File: config.mk
export PLATFORM = sky130hd
export DESIGN_NAME = fp_acc
export DESIGN_NICKNAME = d
export VERILOG_FILES = /design/src/rtl/fp_acc.sv
export SDC_FILE = /design/constraint.sdc
export NUM_CORES = 1
export LEC_CHECK = 0
export ABC_AREA = 0
export CAP_MARGIN = 20
export CORE_UTILIZATION = 45
export CTS_CLUSTER_SIZE = 28
export DETAILED_ROUTE_END_ITERATION = 10
export GPL_TIMING_DRIVEN = 0
export MAX_ROUTING_LAYER = met4
export PLACE_DENSITY = 0.65
export SLEW_MARGIN = 20
export SYNTH_ARGS = -nofsm -noshare
export SYNTH_HDL_FRONTEND = slang
export SYNTH_SLANG_ARGS = --single-unit
File: constraint.sdc
create_clock -name clk_i -period 18.1 [get_ports clk_i]
set_input_delay 4.525 -clock clk_i [delete_from_list [all_inputs] [get_ports clk_i]]
set_output_delay 4.525 -clock clk_i [all_outputs]
set_load 0.05 [all_outputs]
File: src/rtl/fp_acc.sv
// FP32 group accumulator: sums each group of acc_len_i products with RNE-rounded
// additions and hands one FP32 result per group to the downstream consumer.
module fp_acc #(
  parameter int unsigned AccLenWidth = 8,
  parameter int unsigned FpFormat    = 0
) (
  input  logic                   clk_i,
  input  logic                   rst_ni,
  input  logic                   in_valid_i,
  output logic                   in_ready_o,
  input  logic [31:0]            in_data_i,
  input  logic [AccLenWidth-1:0] acc_len_i,
  output logic                   out_valid_o,
  input  logic                   out_ready_i,
  output logic [31:0]            out_data_o,
  output logic                   busy_o
);

  if (FpFormat != 0) begin : gen_fmt_check
    $error("fp_acc: only FP32 (FpFormat = 0) is supported");
  end

  typedef enum logic [1:0] {
    IDLE,
    ACC,
    OUT
  } state_e;

  localparam logic [31:0] QNaN = 32'h7FC0_0000;

  // Single-cycle FP32 adder: align with guard/round/sticky, add, normalise, round to nearest even.
  function automatic logic [31:0] fp_add(input logic [31:0] a, input logic [31:0] b);
    logic [31:0] x, y, res;
    logic        a_nan, b_nan, a_inf, b_inf, sub, round_up;
    logic [9:0]  ex, ey, diff, shamt, exp_n, exp_f;
    logic [26:0] sx, yfull, sy, lost, norm;
    logic [27:0] sum;
    logic [4:0]  lz;
    logic [32:0] rnd;
    a_nan = (a[30:23] == 8'hFF) && (a[22:0] != 23'd0);
    b_nan = (b[30:23] == 8'hFF) && (b[22:0] != 23'd0);
    a_inf = (a[30:23] == 8'hFF) && (a[22:0] == 23'd0);
    b_inf = (b[30:23] == 8'hFF) && (b[22:0] == 23'd0);
    x = a;
    y = b;
    if (b[30:0] > a[30:0]) begin
      x = b;
      y = a;
    end
    ex    = (x[30:23] == 8'd0) ? 10'd1 : {2'b00, x[30:23]};
    ey    = (y[30:23] == 8'd0) ? 10'd1 : {2'b00, y[30:23]};
    sx    = {(x[30:23] != 8'd0), x[22:0], 3'b000};
    yfull = {(y[30:23] != 8'd0), y[22:0], 3'b000};
    diff  = ex - ey;
    lost  = yfull & ~({27{1'b1}} << diff[4:0]);
    if (diff >= 10'd27) begin
      sy = {26'd0, |yfull};
    end else begin
      sy = (yfull >> diff[4:0]) | {26'd0, |lost};
    end
    sub = x[31] ^ y[31];
    sum = sub ? ({1'b0, sx} - {1'b0, sy}) : ({1'b0, sx} + {1'b0, sy});
    lz  = 5'd27;
    for (int i = 0; i < 27; i++) begin
      if (sum[i]) lz = 5'(26 - i);
    end
    // Left shift is capped so the exponent bottoms out at 1 and the result lands subnormal.
    shamt = ({5'd0, lz} > (ex - 10'd1)) ? (ex - 10'd1) : {5'd0, lz};
    if (sum[27]) begin
      norm  = {sum[27:2], sum[1] | sum[0]};
      exp_n = ex + 10'd1;
    end else begin
      norm  = sum[26:0] << shamt;
      exp_n = ex - shamt;
    end
    exp_f    = norm[26] ? exp_n : 10'd0;
    round_up = norm[2] & (norm[1] | norm[0] | norm[3]);
    // Rounding carry ripples straight from the mantissa into the exponent field.
    rnd = {exp_f, norm[25:3]} + {32'd0, round_up};
    if (a_nan || b_nan) begin
      res = QNaN;
    end else if (a_inf && b_inf) begin
      res = (a[31] != b[31]) ? QNaN : a;
    end else if (a_inf) begin
      res = a;
    end else if (b_inf) begin
      res = b;
    end else if (sum == 28'd0) begin
      res = sub ? 32'd0 : {x[31], 31'd0};
    end else if (rnd[32:23] >= 10'd255) begin
      res = {x[31], 8'hFF, 23'd0};
    end else begin
      res = {x[31], rnd[30:0]};
    end
    return res;
  endfunction

  localparam logic [AccLenWidth-1:0] LenOne = AccLenWidth'(1);

  state_e                 state_q;
  logic [31:0]            acc_q, acc_d;
  logic [AccLenWidth-1:0] cnt_q, cnt_d, len_q, len_d;

  assign acc_d = fp_add(acc_q, in_data_i);
  assign cnt_d = cnt_q + LenOne;
  assign len_d = (acc_len_i == '0) ? LenOne : acc_len_i;

  // First beat loads the accumulator verbatim; later beats add into it.
  always_ff @(posedge clk_i or negedge rst_ni) begin
    if (!rst_ni) begin
      state_q <= IDLE;
      acc_q   <= 32'd0;
      cnt_q   <= '0;
      len_q   <= '0;
    end else begin
      case (state_q)
        IDLE: begin
          if (in_valid_i) begin
            acc_q   <= in_data_i;
            len_q   <= len_d;
            cnt_q   <= LenOne;
            state_q <= (len_d == LenOne) ? OUT : ACC;
          end
        end
        ACC: begin
          if (in_valid_i) begin
            acc_q <= acc_d;
            cnt_q <= cnt_d;
            if (cnt_d == len_q) state_q <= OUT;
          end
        end
        OUT: begin
          if (out_ready_i) state_q <= IDLE;
        end
        default: state_q <= IDLE;
      endcase
    end
  end

  assign in_ready_o  = (state_q != OUT);
  assign out_valid_o = (state_q == OUT);
  assign out_data_o  = (state_q == OUT) ? acc_q : 32'd0;
  assign busy_o      = (state_q != IDLE);

endmodule

==> results.cfg <==
[clocking]
cts_tree = done
clock_latency_ns = 0.30
cts_num_sinks = 50
htree_levels = 2
clockRootBuffer = clkbuf_16
cts_max_path_buffers = 2
clk_pin_slew_ns = 0.07
cts_buffers = 5
postCtsHoldBufs = 0

[setup_path]
cp-start-kind = input pin
slowest_stage = a222oi_1
reg2reg_slack_ns = 3.45
path_class = input pin to flop
cp-end-kind = flop
slowest_delay_ns = 0.64
path_max_fanout = 10
worstPathArrival_ns = 18.24
startpoint = in_data_i[25]
r2r_start = acc_q[3]
cp.required_ns = 18.31

[logic_synthesis]
ys_ff_latch = 50
synthArstFlopShare_pct = 100
ys.flop_type = dfrtp_1
synthTopCellsByCount = nand2_1 (263), nor2_1 (236), a21oi_1 (219), o21ai_0 (148), inv_1 (114)
syn_inst = 2291
synth_area_leaders = ha_1 (8.3%), dfrtp_1 (8.0%), a21oi_1 (7.0%)
synth_cell_type_count = 125
synth_area_um2 = 15600
avgSynthCellArea_um2 = 6.81
yosysMostFrequentCell = nand2_1
synth.largest_area_cell = ha_1
synth_edf_count = 0
synth_top_area_share_pct = 8.34
synth-warning-count = 0
ys_seq_area_share_pct = 8.01

[timing]
worst_slew_pin_slew_ns = 1.21
clock.fmax_mhz = 55.5
rsz0062_at_grt = yes
tns_ns = 0
slew_headroom_pct = 18.7
final_min_period_over_clock_period_pct = 99.6
clock_skew_ns = 0.00944
period_minus_slack_ns = 18.03
finalSetupViolations = 0
slew_viol_final = 0
hold_viol_final = 0

[floorplanning]
die_area_um2 = 35400
fp.dieW_um = 188
rows = 67
initial_core_util_pct = 46.1
fp.coreArea_um2 = 33900
ios = 79
chipHeight_um = 188

[min_path]
hold_start = cnt_q[7]
hold_class = flop to flop

[finish]
fill_cells = 3048
final_layout_size_suffix_gt1_share_pct = 29.3
syn_to_final_growth_pct = 38.2
multi_input_area_um2 = 15600
instances_no_fill = 3019
seqCellArea_um2 = 1250
fin_area_um2 = 21600
num-nets-final = 2718

[grt]
grt_pass1_wl_um = 121000
grtUsageTotal_pct = 45.6
grt_pass1_vias = 19500
grt_max_degree = 51
grt_overflow = 0
antenna_found_initial = 0

[drt]
route.detailed.drc = 0
initialDrtViolationCount = 2799
vias_per_cell = 7.05
vias = 21300
firstDrtPassIters = 7
drt_wl_total_um = 83700
wl_per_cell_um = 27.7
ant_nets = 0

[placed_design]
place_hpwl_um = 61400
post_dp_cell_area_um2 = 17000
place_congestion = 1.11
dp.cells = 2820
port-buffer-count = 78

[job]
max_cap_violations = 0

[outcome]
outcome = complete, no violations
-- critical path: cells and delay by family --
kind / cells / cell delay (ns)
compound gates: 25 / 4.86
xor+xnor: 2 / 0.28
fa+ha+maj: 6 / 1.33
buf+inv: 12 / 1.90
mux: 3 / 0.77
simple gates: 25 / 4.53
-- metal layers --
metal / global-route usage [%] / share of wire [%] / vias up
met2: 67.4 / 43 / 1600
met3: 8.06 / 12 / 412
met1: 58.3 / 39 / 10100
li1: - / - / 9160
met5: - / 0 / -
met4: 26.1 / 6.7 / 0
-- cell usage in the layout, fill, tap and decap left out, types with 27 or more instances in the layout --
master,n
nand2_1,250
buf_4,212
nor2_1,211
a21oi_1,184
o21ai_0,119
inv_1,107
nand3_1,79
ha_1,60
mux2i_1,55
clkbuf_1,50
dfrtp_1,50
clkdlybuf4s50_1,46
nand4_1,42
a31oi_1,40
xnor2_1,40
ha_4,38
nor3_1,36
buf_6,34
o211ai_1,32
nand2b_1,28
a21o_1,27
-- state kept, by name, summed over array words and instances (netlist names) --
register and cells:
acc_q 32, state_q 2, len_q 8, cnt_q 8
-- through the flow --
step                      util (%)  hold WS [ns]  worst slack, ns
after floorplan                  -         0.464           0.0181
after global placement        50.2         0.487            -6.37
after detailed placement      50.3         0.500            -6.51
after CTS                     58.1         0.517          0.00623
after global routing          63.7         0.546           -0.197
final                         63.7         0.511           0.0716
-- what timing repair did --
| item | CTS | global route |
|---|---|---|
| gates resized for setup | 488 | 325 |
| pin swaps | 107 | 159 |
| setup buffers | 108 | 97 |
| gates cloned | 3 | 2 |
| endpoints found under the setup margin | 32 | 31 |
-- layout make-up --
class	count	share of cell area, %
sequential	50	5.80
antenna	1	0.0116
timing repair buffer	285	11.3
multi-input combinational	1977	72.4
inverter	118	2.08
clock buffer	6	0.597
tap	448	2.60
clock inverter	2	0.174
buffer	132	4.98
-- path summary, 6_finish.rpt --
kind	to	cells after the start
worst max-delay path	acc_q[18]	73
worst min-delay path	cnt_q[7]	2
worst max register to register	acc_q[18]	76
worst min register to register	cnt_q[7]	2
max in group asynchronous	acc_q[8]	1
min in group asynchronous	len_q[3]	1
-- cell families after synthesis --
group,after synthesis,synth area share [%]
fa+ha+maj,106,8.53
simple gates,891,28.0
flops,50,8.01
compound gates,789,34.7
xor+xnor,66,3.85
mux,122,9.83
buf+inv,266,7.07
other cells,1,0.0240
Power is left out: the tool's default activity adds up to more than one toggle a clock period on the data nets, which glitch-free logic cannot reach.
